==> config.mk <==
export PLATFORM = sky130hd
export DESIGN_NAME = tag_lookup_ctrl_t0
export DESIGN_NICKNAME = d
export VERILOG_FILES = /design/src/rtl/tag_lookup_ctrl_t0.sv
export SDC_FILE = /design/constraint.sdc
export NUM_CORES = 1
export LEC_CHECK = 0
export BUFFER_PORTS_ARGS = -buffer_cell sky130_fd_sc_hd__clkbuf_2
export CORE_MARGIN = 2
export CORE_UTILIZATION = 30
export DETAILED_ROUTE_END_ITERATION = 7
export PLACE_DENSITY = 0.64
export SYNTH_ARGS = -nofsm -noshare
export SYNTH_HDL_FRONTEND = slang
export SYNTH_SLANG_ARGS = --single-unit
==> constraint.sdc <==
create_clock -name clock -period 3.3 [get_ports clock]
set_clock_uncertainty 0.1 [all_clocks]
set_input_delay 0.165 -clock clock [delete_from_list [all_inputs] [get_ports clock]]
set_output_delay 0.165 -clock clock [all_outputs]
set_load 0.01 [all_outputs]
==> src/rtl/tag_lookup_ctrl_t0.sv <==
// tag_lookup_ctrl_t0: lookup/allocate controller for the way-0 tag RAM.
// Takes one {tag, index, offset} request at a time, reads the indexed entry,
// compares it, optionally allocates on a miss, and returns hit/evict status.
// Optional build macro TAG_FLUSH_EN adds a flush port that invalidates
// every entry, one write per cycle.
module tag_lookup_ctrl_t0 #(
    parameter int AWIDTH   = 3,
    parameter int DWIDTH   = 14,
    parameter int OFFSET_W = 2,
    localparam int TAG_W   = DWIDTH - 1,
    localparam int RA_W    = TAG_W + AWIDTH + OFFSET_W
) (
    input  logic              clock,
    input  logic              resetn,
    input  logic              req_valid,
    output logic              req_ready,
    input  logic [RA_W-1:0]   req_addr,
    input  logic              req_alloc,
    output logic              resp_valid,
    input  logic              resp_ready,
    output logic              resp_hit,
    output logic              resp_evict,
    output logic [TAG_W-1:0]  resp_victim,
    output logic [AWIDTH-1:0] tag_addr,
    output logic [DWIDTH-1:0] tag_din,
    output logic              tag_we,
    input  logic [DWIDTH-1:0] tag_dout
`ifdef TAG_FLUSH_EN
    ,
    input  logic              flush_req,
    output logic              flush_busy
`endif
);

    typedef enum logic [2:0] {
        S_IDLE,
        S_TAG_RD,
        S_CMP,
        S_ALLOC,
        S_RESP
`ifdef TAG_FLUSH_EN
        ,
        S_FLUSH
`endif
    } state_t;

    typedef struct packed {
        logic [TAG_W-1:0]  tag;
        logic [AWIDTH-1:0] idx;
        logic              alloc;
    } req_t;

    state_t state;
    req_t   req_q;

    logic [TAG_W-1:0]  in_tag;
    logic [AWIDTH-1:0] in_idx;
    logic              hit_c;
    logic              unused_offset;

    assign in_tag = req_addr[RA_W-1 -: TAG_W];
    assign in_idx = req_addr[OFFSET_W +: AWIDTH];
    // Offset bits select a byte within the line; lookup never needs them.
    assign unused_offset = ^req_addr[OFFSET_W-1:0];

    // Entry must be valid and carry the requested tag.
    assign hit_c = tag_dout[DWIDTH-1] && (tag_dout[TAG_W-1:0] == req_q.tag);

`ifdef TAG_FLUSH_EN
    logic [AWIDTH-1:0] fl_cnt;

    // Ready only in IDLE, and a pending flush steals the IDLE cycle.
    assign req_ready = (state == S_IDLE) && !flush_req;
`else
    // Ready only in IDLE.
    assign req_ready = (state == S_IDLE);
`endif

    // Main FSM; all RAM-side and response outputs are registered here.
    always_ff @(posedge clock or negedge resetn) begin
        if (!resetn) begin
            state       <= S_IDLE;
            req_q       <= '0;
            resp_valid  <= 1'b0;
            resp_hit    <= 1'b0;
            resp_evict  <= 1'b0;
            resp_victim <= '0;
            tag_addr    <= '0;
            tag_din     <= '0;
            tag_we      <= 1'b0;
`ifdef TAG_FLUSH_EN
            fl_cnt      <= '0;
            flush_busy  <= 1'b0;
`endif
        end else begin
            case (state)
                S_IDLE: begin
`ifdef TAG_FLUSH_EN
                    if (flush_req) begin
                        // First flush write lands on entry 0 next cycle.
                        fl_cnt     <= '0;
                        tag_addr   <= '0;
                        tag_din    <= '0;
                        tag_we     <= 1'b1;
                        flush_busy <= 1'b1;
                        state      <= S_FLUSH;
                    end else
`endif
                    if (req_valid) begin
                        req_q    <= '{tag: in_tag, idx: in_idx, alloc: req_alloc};
                        tag_addr <= in_idx;
                        tag_we   <= 1'b0;
                        state    <= S_TAG_RD;
                    end
                end
                // RAM latches tag_addr at the end of this cycle.
                S_TAG_RD: state <= S_CMP;
                S_CMP: begin
                    resp_hit <= hit_c;
                    if (!hit_c && req_q.alloc) begin
                        resp_evict  <= tag_dout[DWIDTH-1];
                        resp_victim <= tag_dout[TAG_W-1:0];
                        tag_din     <= {1'b1, req_q.tag};
                        tag_we      <= 1'b1;
                        state       <= S_ALLOC;
                    end else begin
                        resp_evict  <= 1'b0;
                        resp_victim <= '0;
                        resp_valid  <= 1'b1;
                        state       <= S_RESP;
                    end
                end
                // Single-cycle write; tag_addr still holds the index.
                S_ALLOC: begin
                    tag_we     <= 1'b0;
                    resp_valid <= 1'b1;
                    state      <= S_RESP;
                end
                S_RESP: begin
                    if (resp_ready) begin
                        resp_valid <= 1'b0;
                        state      <= S_IDLE;
                    end
                end
`ifdef TAG_FLUSH_EN
                S_FLUSH: begin
                    fl_cnt   <= fl_cnt + 1'b1;
                    tag_addr <= fl_cnt + 1'b1;
                    if (&fl_cnt) begin
                        tag_we     <= 1'b0;
                        flush_busy <= 1'b0;
                        state      <= S_IDLE;
                    end
                end
`endif
                default: state <= S_IDLE;
            endcase
        end
    end

endmodule

======== Word-level counts from Yosys, hierarchy flattened ========
Index checks and enable logic that the tools add are counted.
Widths: inputs -> output; s select.
word-level totals
  flip-flop bits (word level) ............. 51
  output and inout bits ................... 35
  logic and storage cells ................. 42
operators by class
  muxes and demuxes ....................... 12
  reduce and logical (&&, ||, !) cells .... 11
  equality and inequality tests ........... 9
operator list
  kind                count
  $pmux 3 s5          1
  $eq 13x13->1        1
  $mux 13             1
  $mux 3              3
  $ne 2x2->1 const B  4
  $eq 3x2->1 const B  2
  $pmux 1 s3          2
  $reduce_and 2->1    3
  $reduce_and 3->1    2
  $reduce_bool 3->1   2
  $mux 1              5
  $eq 3x1->1 const B  1
  $eq 3x3->1 const B  1
  $logic_not 3->1     1
  $logic_and 1x1->1   2
  $logic_not 1->1     1

======== Logic depth before layout (Yosys ltp) ========
  depth after elaboration ................. 6
  gate-level depth with buffers ........... 6
  mapped depth without buffers ............ 5

======== Worst setup path before layout ========
OpenSTA, ideal clock, no wires.
  path type ............................... reg-to-reg
  from .................................... reg req_q[13] in the netlist's numbering
  to ...................................... reg tag_din[10]
  stages on the path, launching flop included .. 7
  clock period less this slack ............ 1.952 ns
  slack ................................... 1.348 ns
  data arrival time ....................... 1.727 ns
  buffers on the path ..................... 1
  cells stage by stage .................... dfrtp_1 -> xnor2_1 -> nand4_1 -> nor4_4 -> nor2_4 -> buf_6 -> mux2_4
on the way
  word-level cells in the longest chain between the ends .. 5
RTL lines
  what                        line  text
  start, declared             54    req_t req_q;
  start signal, assigned      110   req_q <= '{tag: in_tag, idx: in_idx, alloc: req_alloc};
  $eq 13x13->1                67    assign hit_c = tag_dout[DWIDTH-1] && (tag_dout[TAG_W-1:0] == req_q.tag);
  $logic_and 1x1->1           67
  $logic_not 1->1             120   if (!hit_c && req_q.alloc) begin
  $logic_and 1x1->1           120
  $reduce_and 2->1 (no line)  -
  end signal, assigned        123   tag_din <= {1'b1, req_q.tag};
  end, declared               25    output logic [DWIDTH-1:0] tag_din,
No other way between the ends.
A chain may end at the register's enable or synchronous reset.

======== Worst setup path in the final report ========
  from .................................... reg state[0]
  to ...................................... reg tag_din[4]
on the way
  word-level cells in the longest chain between the ends .. 2
RTL lines
  what                        line  text
  start, declared             53    state_t state;
  start signal, assigned      82    state <= S_IDLE;
  start signal, assigned      113   state <= S_TAG_RD;
  start signal, assigned      117   S_TAG_RD: state <= S_CMP;
  $eq 3x2->1                  96    case (state)
  $reduce_and 2->1 (no line)  -
No other way between the ends.

==> results.txt <==
* Clock latency on the worst-skew pair: approximately 0.30 ns
- Leaving out fill and tap cells, the most frequent cell in the layout is clkbuf_2.
- Worst hold path cell count: 2
- The initial antenna violation count came to 0.
* Final Cell Area: between 3000 and 4000 um2
- In the global route stage, met3 resource usage came out at 3.40%.
- Sinks on the clock net: 51
* Largest buffer count on any clock path: 2
- Number of nets in the synthesized netlist: roughly 230
- First-pass GRT wire length: 8880 um
* Post-placement worst setup slack: approximately 1.1 ns
* GR met2 Demand/Resource: 21.2%
- Along the worst path, the maximum fanout reaches 17.
- Setup repair after global routing left no endpoint under its margin.
- Number of antenna repair diodes: 0
- In this run, distinct cell masters in the synthesized netlist total 33.
- Entering global routing, the biggest net connects 28 pins.
* Fraction of layout cells with a size suffix above 1: a little over two fifths
* Total detailed-routing wirelength: between 5000 and 6000 um
- Hold Path Origin: req_addr[13]
- Number of synthesized register bits: 51
* Post-synth EDFFs: 0
* Worst slew pin tran: between 0.9 and 1 ns
- M1 GR Usage: between 10% and 20%
- In the post-route analysis, the smallest setup slack over all paths is 1.03 ns.
* Reg-to-Reg End: tag_din[4]$_DFFE_PN0P_
- The finished layout holds ~380 standard cells, fillers aside.
- The critical path in this run is classified as reg -> reg.
- In this run the mean area of a mapped cell was 12.0 um2.
- TritonCTS built the clock tree.
- In this design, the stage delay of the slowest critical-path cell is about 0.57 ns.
- After detailed routing, the number of vias per cell comes to between 4 and 5.
* Crit path max-delay cell type: nor2_4
- Post-detailed-route wirelength per cell: roughly 14 um
- Area occupied by multi-input gates: about 930 um2
- Sequential cell area in the final layout: between 1000 and 1500 um2
* Routability cong.: just over 0.7
- Kind of start point of the critical path: register
- In the synthesized netlist the dominant register cell turns out to be dfrtp_1.
- The count of buffers added on input and output ports is 69.
- The worst-case IR drop observed on VDD is around 0.33 mV.
* Die Outline Area: 8280 um2
- Total of endpoints with negative setup slack in the final report: 0
* Layer with the highest usage after global routing: met2
- After synthesis the cells add up to 2270 um2.
* Resized cells post-CTS: 0
- From synthesis to final layout, the design area changed by 32.2%.
* Minimum clock period: approximately 2.3 ns
- Summed over all failing endpoints, the final setup total negative slack is 0 ns.
- Total overflow reported by the global router: 0
- Sequential element share of the synthesized area: 56.2%
- Level count of the clock H-tree: 2
- The total count of max-transition violations in the final report came to 0.
- R2R Setup Slk: around 1 ns
- Number of design-rule violations left by the first detailed-router iteration: approximately 130
* Clock-pin slew reported for the worst setup and hold paths after clock tree synthesis: ~0.090 ns
- Final Hold Fails: 0
* Antenna violation net count after detailed routing: 0
- TritonCTS buffer count: 5
* Hold buffers post-CTS: 16
- Die outline width: 91.0 um
* Via count of the first global-routing pass: roughly 1700
* Worst reg2reg startpoint: state[0]$_DFFE_PN0P_
* Starting Density: 31.1%
- Post-CTS setup buffers: 0
- Pin placement for this block handled between 70 and 80 I/O pins.
* Die Y-Extent: a little over 90 um
* Category of the worst setup path capture point: register
- Summing over every cut layer, the via total after detailed routing is 1767.
- For this design the static power due to leakage is about 0.0014 uW.
- P per Cell Area: roughly 900 nW/um2
- Critical path data required time: 3.40 ns
- Number of warnings reported in the yosys synthesis log: 0
- Number of fill cells in the layout: about 750
- Max capacitance violation total: 0
- CTS Root Cell: clkbuf_8
- Dividing the final minimum period by the clock period gives 68.8%.
* Fraction of synthesis flops using an asynchronous set or reset pin: 100%
* Min-Delay Endpoint: req_q[12]$_DFFE_PN0P_
- Number of cells in the design after placement: 350
* Highest achievable clock rate: about 440 MHz
- Instance count of the mapped netlist: around 190
* Aggregate global-route resource usage: between 10% and 20%
- The worst register-to-register path has a depth of 5.
- Pre-antenna DRT Iters: 6
* DRC: 0
* Min-delay worst type: in -> reg
- Post-Place Cell Area: approximately 2700 um2
- Core footprint: 7290 um2
- Worst relative slew slack: 37.1%
- The flow ran to the end, and the final reports show no timing, DRC or antenna violations.
- Total Nets Final: 312
- Number of rows created at floorplan: 31
- CP cell instances: nor3b_2, buf_4, nand2_1, nor2_4, mux2_2
- In the layout the commonest cells are clkbuf_2 (69), dfrtp_1 (51), mux2_2 (22).
- STA puts the critical path data arrival time at roughly 2.4 ns.
- Detailed placement ended at an HPWL of roughly 4000 um.
[cells by family after synthesis]
kind of cell	synth area share, %
simple gates	14.1
flops	56.2
mux	16.0
compound gates	6.50
buf+inv	2.64
xor+xnor	4.63
[cell usage after synthesis (all sizes together), types with 2 or more instances]
cell type | number | area (um2)
inv | 3 | 11.3
clkbuf | 5 | 18.8
nand4 | 5 | 31.3
xnor2 | 12 | 105
nand2 | 20 | 75.1
or2 | 2 | 12.5
nand2b | 3 | 18.8
nand3 | 18 | 90.1
o21ai | 18 | 90.1
a21oi | 2 | 10.0
dfrtp | 51 | 1280
nor4 | 2 | 27.5
mux2 | 29 | 353
buf | 5 | 30.0
[layout make-up]
type,instances,area share (%)
Sequential cell,51,42.5
Multi-Input combinational cell,125,31.1
Timing Repair Buffer,89,17.9
Tap cell,99,4.13
Clock buffer,6,2.75
Clock inverter,2,1.17
Inverter,3,0.375
[how the worst max path moves through the flow]
stage                                   end                   from  slack, ns
finish               tag_din[4]$_DFFE_PN0P_   state[0]$_DFFE_PN0P_       1.03
global route         tag_din[1]$_DFFE_PN0P_   state[0]$_DFFE_PN0P_       0.90
CTS                  tag_din[0]$_DFFE_PN0P_   state[0]$_DFFE_PN0P_       1.05
detailed placement   tag_din[1]$_DFFE_PN0P_   state[0]$_DFFE_PN0P_       1.08
global placement     tag_din[0]$_DFFE_PN0P_   state[0]$_DFFE_PN0P_       1.06
floorplan           tag_din[10]$_DFFE_PN0P_  req_q[13]$_DFFE_PN0P_       1.35
[per-stage QoR]
step / util, % / hold slack, ns / total power [uW]
2_1_floorplan: - / -0.231 / 1860
3_3_place_gp: 37.2 / 0.108 / 2230
3_5_place_dp: 37.2 / 0.112 / 2260
4_1_cts: 41.0 / 0.00162 / 2730
5_1_grt: 41.2 / 0.0121 / 2900
6_report: 41.2 / 0.00247 / 2700
[flip-flops by register name, summed over array words and instances (netlist names)]
signal / count
req_q: 14
tag_din: 14
resp_victim: 13
state: 3
tag_addr: 3
resp_evict: 1
resp_hit: 1
resp_valid: 1
tag_we: 1
[worst max-delay path, delay by kind of cell (launching register included)]
kind	cells	cell delay (ns)
buf+inv	1	0.24
flops	1	0.47
simple gates	3	0.95
mux	1	0.40
[metal layers]
layer / wire [um] / up-vias
li1: - / 836
met1: 2390 / 868
met2: 2590 / 54
met3: 291 / 9
met4: 153 / 0
met5: 0 / -
[power breakdown]
part	internal, uW	switching, uW	leakage, uW	total [uW]
Clock	246	209	0.0000612	454
Sequential	917	267	0.000622	1180
Combinational	554	507	0.000703	1060
Total	1720	983	0.00139	2700
No activity file was read; power rests on OpenSTA's default activity.
